### config.mk
export PLATFORM = sky130hd
export DESIGN_NAME = mcp_phase_seq
export DESIGN_NICKNAME = d
export VERILOG_FILES = /design/src/rtl/mcp_pkg.sv /design/src/rtl/mcp_wait_tmo.sv /design/src/rtl/mcp_phase_seq.sv
export SDC_FILE = /design/constraint.sdc
export NUM_CORES = 1
export LEC_CHECK = 0
export CAP_MARGIN = 25
export CORE_UTILIZATION = 35
export CTS_CLUSTER_SIZE = 14
export DETAILED_ROUTE_END_ITERATION = 6
export PLACE_DENSITY_LB_ADDON = 0.08
export SYNTH_ARGS = -nofsm -noshare
export SYNTH_HDL_FRONTEND = slang
export SYNTH_HIERARCHICAL = 1
export SYNTH_SLANG_ARGS = --single-unit
export TNS_END_PERCENT = 30
### constraint.sdc
create_clock -name pin_clk -period 5.7 [get_ports pin_clk]
set_input_delay 1.14 -clock pin_clk [delete_from_list [all_inputs] [get_ports pin_clk]]
set_output_delay 1.14 -clock pin_clk [all_outputs]
set_load 0.05 [all_outputs]
### src/rtl/mcp_pkg.sv
// Shared encodings for the MCP-1600 four-phase clock sequencer.
// States, phase indices and counter widths used by every mcp_* block.
package mcp_pkg;

  typedef enum logic [3:0] {
    S_IDLE = 4'd0,
    S_PH1  = 4'd1,
    S_GAP1 = 4'd2,
    S_PH2  = 4'd3,
    S_GAP2 = 4'd4,
    S_WAIT = 4'd5,
    S_PH3  = 4'd6,
    S_GAP3 = 4'd7,
    S_PH4  = 4'd8,
    S_GAP4 = 4'd9
  } state_e;

  localparam int PH_C1 = 0;
  localparam int PH_C2 = 1;
  localparam int PH_C3 = 2;
  localparam int PH_C4 = 3;

  localparam int MCP_PH_CW  = 4;
  localparam int MCP_TMO_CW = 16;

  function automatic logic is_phase(state_e s);
    return (s == S_PH1) || (s == S_PH2) ||
           (s == S_PH3) || (s == S_PH4);
  endfunction

endpackage

### src/rtl/mcp_wait_tmo.sv
// Bus timeout for the stretched microcycle: counts S_WAIT clocks.
// Built only when MCP_BUS_TIMEOUT_EN is defined.
module mcp_wait_tmo
  import mcp_pkg::*;
#(
  parameter int TMO_CYCLES = 255
) (
  input  logic clk_i,
  input  logic rst_i,
  input  logic wait_i,
  output logic hit_o,
  output logic berr_o
);

  localparam logic [MCP_TMO_CW-1:0] TMO_LAST =
    MCP_TMO_CW'(TMO_CYCLES - 1);

  logic [MCP_TMO_CW-1:0] cnt_q, cnt_d;
  logic                  berr_q;

  assign hit_o  = wait_i && (cnt_q == TMO_LAST);
  assign berr_o = berr_q;

  // Leaving S_WAIT clears the count, so every wait starts from zero.
  always_comb begin
    cnt_d = '0;
    if (wait_i)
      cnt_d = cnt_q + 1'b1;
  end

  always_ff @(posedge clk_i) begin
    if (rst_i) begin
      cnt_q  <= '0;
      berr_q <= 1'b0;
    end else begin
      cnt_q  <= cnt_d;
      berr_q <= hit_o;
    end
  end

endmodule

### src/rtl/mcp_phase_seq.sv
// MCP-1600 four-phase non-overlapping clock sequencer with wait stretch.
// Define MCP_BUS_TIMEOUT_EN to add the S_WAIT bus timeout (pin_berr).
module mcp_phase_seq
  import mcp_pkg::*;
#(
  parameter int PH_WIDTH   = 2,
  parameter int GAP_WIDTH  = 1,
  parameter int TMO_CYCLES = 255
) (
  input  logic        pin_clk,
  input  logic        pin_rst,
  input  logic        pin_run,
  input  logic        pin_wreq,
  output logic        pin_c1,
  output logic        pin_c2,
  output logic        pin_c3,
  output logic        pin_c4,
  output logic        pin_mcyc,
  output logic        pin_wact,
  output logic        pin_idle,
  output logic [15:0] pin_count,
  output logic        pin_berr
);

  if (PH_WIDTH < 1 || PH_WIDTH > 15) begin : g_bad_ph
    $error("PH_WIDTH out of range 1..15");
  end
  if (GAP_WIDTH < 0 || GAP_WIDTH > 15) begin : g_bad_gap
    $error("GAP_WIDTH out of range 0..15");
  end
  if (TMO_CYCLES < 1 || TMO_CYCLES > 65535) begin : g_bad_tmo
    $error("TMO_CYCLES out of range 1..65535");
  end

  localparam bit NO_GAP = (GAP_WIDTH == 0);
  localparam logic [MCP_PH_CW-1:0] PH_LD =
    MCP_PH_CW'(PH_WIDTH - 1);
  localparam logic [MCP_PH_CW-1:0] GAP_LD =
    MCP_PH_CW'(NO_GAP ? 0 : GAP_WIDTH - 1);

  state_e               state_q, state_d;
  logic [MCP_PH_CW-1:0] tmr_q, tmr_d;
  logic [3:0]           phase_q, phase_d;
  logic                 mcyc_q, wact_q, idle_q;
  logic                 idle_d, wact_d;
  logic [15:0]          count_q, count_d;
  logic                 start;
  logic                 expire;
  logic                 tmo_hit;
  logic                 berr;

`ifdef MCP_BUS_TIMEOUT_EN
  mcp_wait_tmo #(
    .TMO_CYCLES(TMO_CYCLES)
  ) u_tmo (
    .clk_i (pin_clk),
    .rst_i (pin_rst),
    .wait_i(state_q == S_WAIT),
    .hit_o (tmo_hit),
    .berr_o(berr)
  );
`else
  assign tmo_hit = 1'b0;
  assign berr    = 1'b0;
`endif

  assign expire = (tmr_q == '0);

  always_comb begin
    state_d = state_q;
    tmr_d   = tmr_q;
    start   = 1'b0;
    unique case (state_q)
      S_IDLE: begin
        if (pin_run) begin
          state_d = S_PH1;
          start   = 1'b1;
        end
      end
      S_PH1:
        if (expire) state_d = NO_GAP ? S_PH2 : S_GAP1;
      S_GAP1:
        if (expire) state_d = S_PH2;
      S_PH2: begin
        if (expire) begin
          if (!NO_GAP)       state_d = S_GAP2;
          else if (pin_wreq) state_d = S_WAIT;
          else               state_d = S_PH3;
        end
      end
      S_GAP2:
        if (expire) state_d = pin_wreq ? S_WAIT : S_PH3;
      S_WAIT:
        if (!pin_wreq || tmo_hit) state_d = S_PH3;
      S_PH3:
        if (expire) state_d = NO_GAP ? S_PH4 : S_GAP3;
      S_GAP3:
        if (expire) state_d = S_PH4;
      S_PH4, S_GAP4: begin
        // The microcycle boundary is the last timed state.
        if (expire) begin
          if (state_q == S_PH4 && !NO_GAP) begin
            state_d = S_GAP4;
          end else if (pin_run) begin
            state_d = S_PH1;
            start   = 1'b1;
          end else begin
            state_d = S_IDLE;
          end
        end
      end
      default: state_d = S_IDLE;
    endcase

    if (state_d != state_q)
      tmr_d = is_phase(state_d) ? PH_LD : GAP_LD;
    else if (!expire)
      tmr_d = tmr_q - 1'b1;
  end

  always_comb begin
    phase_d        = '0;
    phase_d[PH_C1] = (state_d == S_PH1);
    phase_d[PH_C2] = (state_d == S_PH2);
    phase_d[PH_C3] = (state_d == S_PH3);
    phase_d[PH_C4] = (state_d == S_PH4);
    wact_d         = (state_d == S_WAIT);
    idle_d         = (state_d == S_IDLE);
    count_d        = count_q + {15'd0, start};
  end

  always_ff @(posedge pin_clk) begin
    if (pin_rst) begin
      state_q <= S_IDLE;
      tmr_q   <= '0;
      phase_q <= '0;
      mcyc_q  <= 1'b0;
      wact_q  <= 1'b0;
      idle_q  <= 1'b1;
      count_q <= '0;
    end else begin
      state_q <= state_d;
      tmr_q   <= tmr_d;
      phase_q <= phase_d;
      mcyc_q  <= start;
      wact_q  <= wact_d;
      idle_q  <= idle_d;
      count_q <= count_d;
    end
  end

  assign pin_c1    = phase_q[PH_C1];
  assign pin_c2    = phase_q[PH_C2];
  assign pin_c3    = phase_q[PH_C3];
  assign pin_c4    = phase_q[PH_C4];
  assign pin_mcyc  = mcyc_q;
  assign pin_wact  = wact_q;
  assign pin_idle  = idle_q;
  assign pin_count = count_q;
  assign pin_berr  = berr;

endmodule

==> impl_metrics.ini <==
[outcome]
status = complete, no violations

[timing]
rsz0062_at_grt = no
clock.fmax_ghz = 0.343
fin_skew_ns = 0.00620
hold_viol = 0
fin_ws_ns = 2.79
tightest_slew_ns = 0.536
tns_ns = 0
min_period_ns = 2.91
slew_viol_final = 0
setup_viol = 0
slew-limit-headroom = 0.643
fin_crit_sh = 0.511

[cells_and_area]
drive_above_1_share = 0.0859
diodes = 0
syn2layout_area_growth_pct = 25.3
multi_input_area_um2 = 838
regArea_um2 = 621
nFillCells = 415
num-nets-final = 205
fin_cells = 248
fin_util = 0.469

[detailed_routing]
drt_first_pass_iters = 4
drtIter0Drc = 39
wirelength_um = 3330
drt-vias-per-instance = 5.19
drc = 0
vias = 1287
ant_nets = 0
wl_per_cell_um = 13.4

[setup_path]
path_cells = clkdlybuf4s50_1, o2111a_1, ha_1, nand3_1, nor3_1, nand4_1, xor2_1, nor2_1
r2r_cells = 8
cp.arrival_ns = 3.08
cpMaxStageDelayCell = clkdlybuf4s50_1
crit_family = simple AND/OR/NAND/NOR gates
timing.critical_path.buf_inv = 1
r2r_start = state_q[3]$_SDFF_PP0_
endpoint_kind = flop
path_class = in -> reg
r2r-end = pin_count[15]$_SDFF_PP0_
r2r_setup_slack_ns = 3.33
required_ns = 5.87
cp_max_fo = 5
critical_path.max_stage_delay_ns = 0.59
worst_setup_path_start_kind = input pin

[power_and_ir_drop]
p_per_area_nw_per_um2 = 474
power_frac_seq = 0.320
p_leak_nw = 0.693
vdd_drop_max_mv = 0.244
intPower_mw = 0.548
clkPwrFrac = 0.223
p_switching_mw = 0.367
pwr-share-comb = 0.457
sw_frac_of_total = 0.401

[clock_tree]
cts.sinks = 31
hold_buffers = 0
root_buffer = clkbuf_8
ctsResizeCount = 0
cts_buffer_depth = 2
cts_tree = done
worstSkewPairLatency_ns = 0.27
h-tree-depth = 2
cts_made_buffers = 5
cts.reportedPaths.clkPinSlew_ns = 0.06
post_cts_buffers = 0

[placement]
portBuffers = 26
dp.cells = 240
gp_congestion = 0.816
place_ws_ns = 2.40
post-dp-hpwl_um = 2360

[floorplan]
row_count = 23
die_w_um = 68.3
core_um2 = 4120
dieArea_um2 = 4670
start_util = 0.374
die_h_um = 68.3
boundaryPins = 28

[grt]
grt_overflow = 0
grt_start_max_net_pins = 30
grt.total_usage = 0.162
grt_pass1_vias = 1190
antenna_found_initial = 0
grt_pass1_wl_um = 5610

[synth]
yosys.area.top_type_share = 0.403
yosysMostFrequentCell = dfxtp_1
synth_area_leaders = dfxtp_1, nor2_1, xor2_1
syn_area_per_cell_um2 = 8.90
yosysUniqueCellTypes = 50
synth-edff-count = 0
ys.flop_type = dfxtp_1
synthArstFlopShare = 0
ys_warn_count = 6
syn_nets = 180
synth_seq_cells = 31
synth_top_area_cell = dfxtp_1
syn_area_um2 = 1540
synth_common_cells = dfxtp_1, nor2_1, nand3_1
netlist_instances = 173
ys_seq_area_frac = 0.403

[worst_hold_path]
min_to = pin_count[5]$_SDFF_PP0_
hp-class = reg -> reg
min_from = pin_count[5]$_SDFF_PP0_
hold-path-cell-count = 2

[job]
maxCapViolCount = 0
## tightest hold or removal path, delay by kind of cell, from the launching register on
kind,cells,cell delay (ns)
AO/OA/AOI/OAI,2,0.14
flip-flops,1,0.33
## metrics by stage
stage               area (um^2)  power, mW  hold WS (ns)
floorplan                  1540      0.637         0.493
global route               1930      0.983         0.543
detailed placement         1810      0.716         0.503
CTS                        1910      0.927         0.518
global placement           1810      0.710         0.499
finish                     1930      0.914         0.511
## worst max path at each step
stage          slack [ns]                       end  cells past startpoint     from
6_report             2.79  pin_count[15]$_SDFF_PP0_                      8  pin_run
5_1_grt              2.56  pin_count[12]$_SDFF_PP0_                      9  pin_run
4_1_cts              2.70  pin_count[15]$_SDFF_PP0_                      8  pin_run
3_5_place_dp         2.40  pin_count[12]$_SDFF_PP0_                      9  pin_run
3_3_place_gp         2.42     tmr_q[3]$_SDFFE_PP0P_                      4  pin_rst
2_1_floorplan        3.23  pin_count[14]$_SDFF_PP0_                      8  pin_run
## area by class of cell
cell class	instances	area share
multi-input combinational	125	0.435
timing repair buffer	27	0.143
clock buffer	6	0.0376
tap	50	0.0324
clock inverter	1	0.0156
inverter	8	0.0156
sequential	31	0.322
## sequential cells by signal, summed over array words and instances, names as in the netlist
name       count
pin_count     16
state_q        4
pin_idle       1
phase_q        4
pin_mcyc       1
tmr_q          4
pin_wact       1
## cells in the final DEF, fill, tap and decap left out, types with 2 or more instances in the layout
cell	count
nor3_1	6
and3_1	2
o21ai_0	5
dfxtp_1	31
a21oi_1	5
clkbuf_8	5
nand2b_1	2
or3_1	2
xnor2_1	8
nor2_1	24
xor2_1	9
ha_1	3
nand3_1	13
inv_1	8
nor3_2	2
a31oi_1	3
nand4_1	4
a211oi_1	4
nor2b_1	3
nand2_1	4
clkdlybuf4s50_1	26
## power by group through the flow
stage	sequential (mW)	clock, mW	combinational [mW]
3_3_place_gp	0.296	0	0.413
3_5_place_dp	0.298	0	0.418
6_report	0.293	0.204	0.418
2_1_floorplan	0.329	0	0.308
4_1_cts	0.293	0.214	0.420
5_1_grt	0.298	0.223	0.462
## per-layer routing
metal | global-route usage | up-vias | part of all wire
li1 | - | 656 | -
met1 | 0.212 | 599 | 0.48
met2 | 0.256 | 30 | 0.48
met3 | 0.0400 | 2 | 0.037
met4 | 0.0547 | 0 | 0.0078
met5 | 0 | - | 0
## logic make-up after synthesis
family	after synthesis	synth area share
multiplexers	1	0.00650
buffers and inverters	17	0.0528
AO/OA/AOI/OAI	33	0.160
AND/OR/NAND/NOR	70	0.254
flip-flops	31	0.403
adder cells (fa/ha/maj)	3	0.0244
XOR/XNOR	17	0.0967
other	1	0.00243
Power figures use the tool's default switching activity.
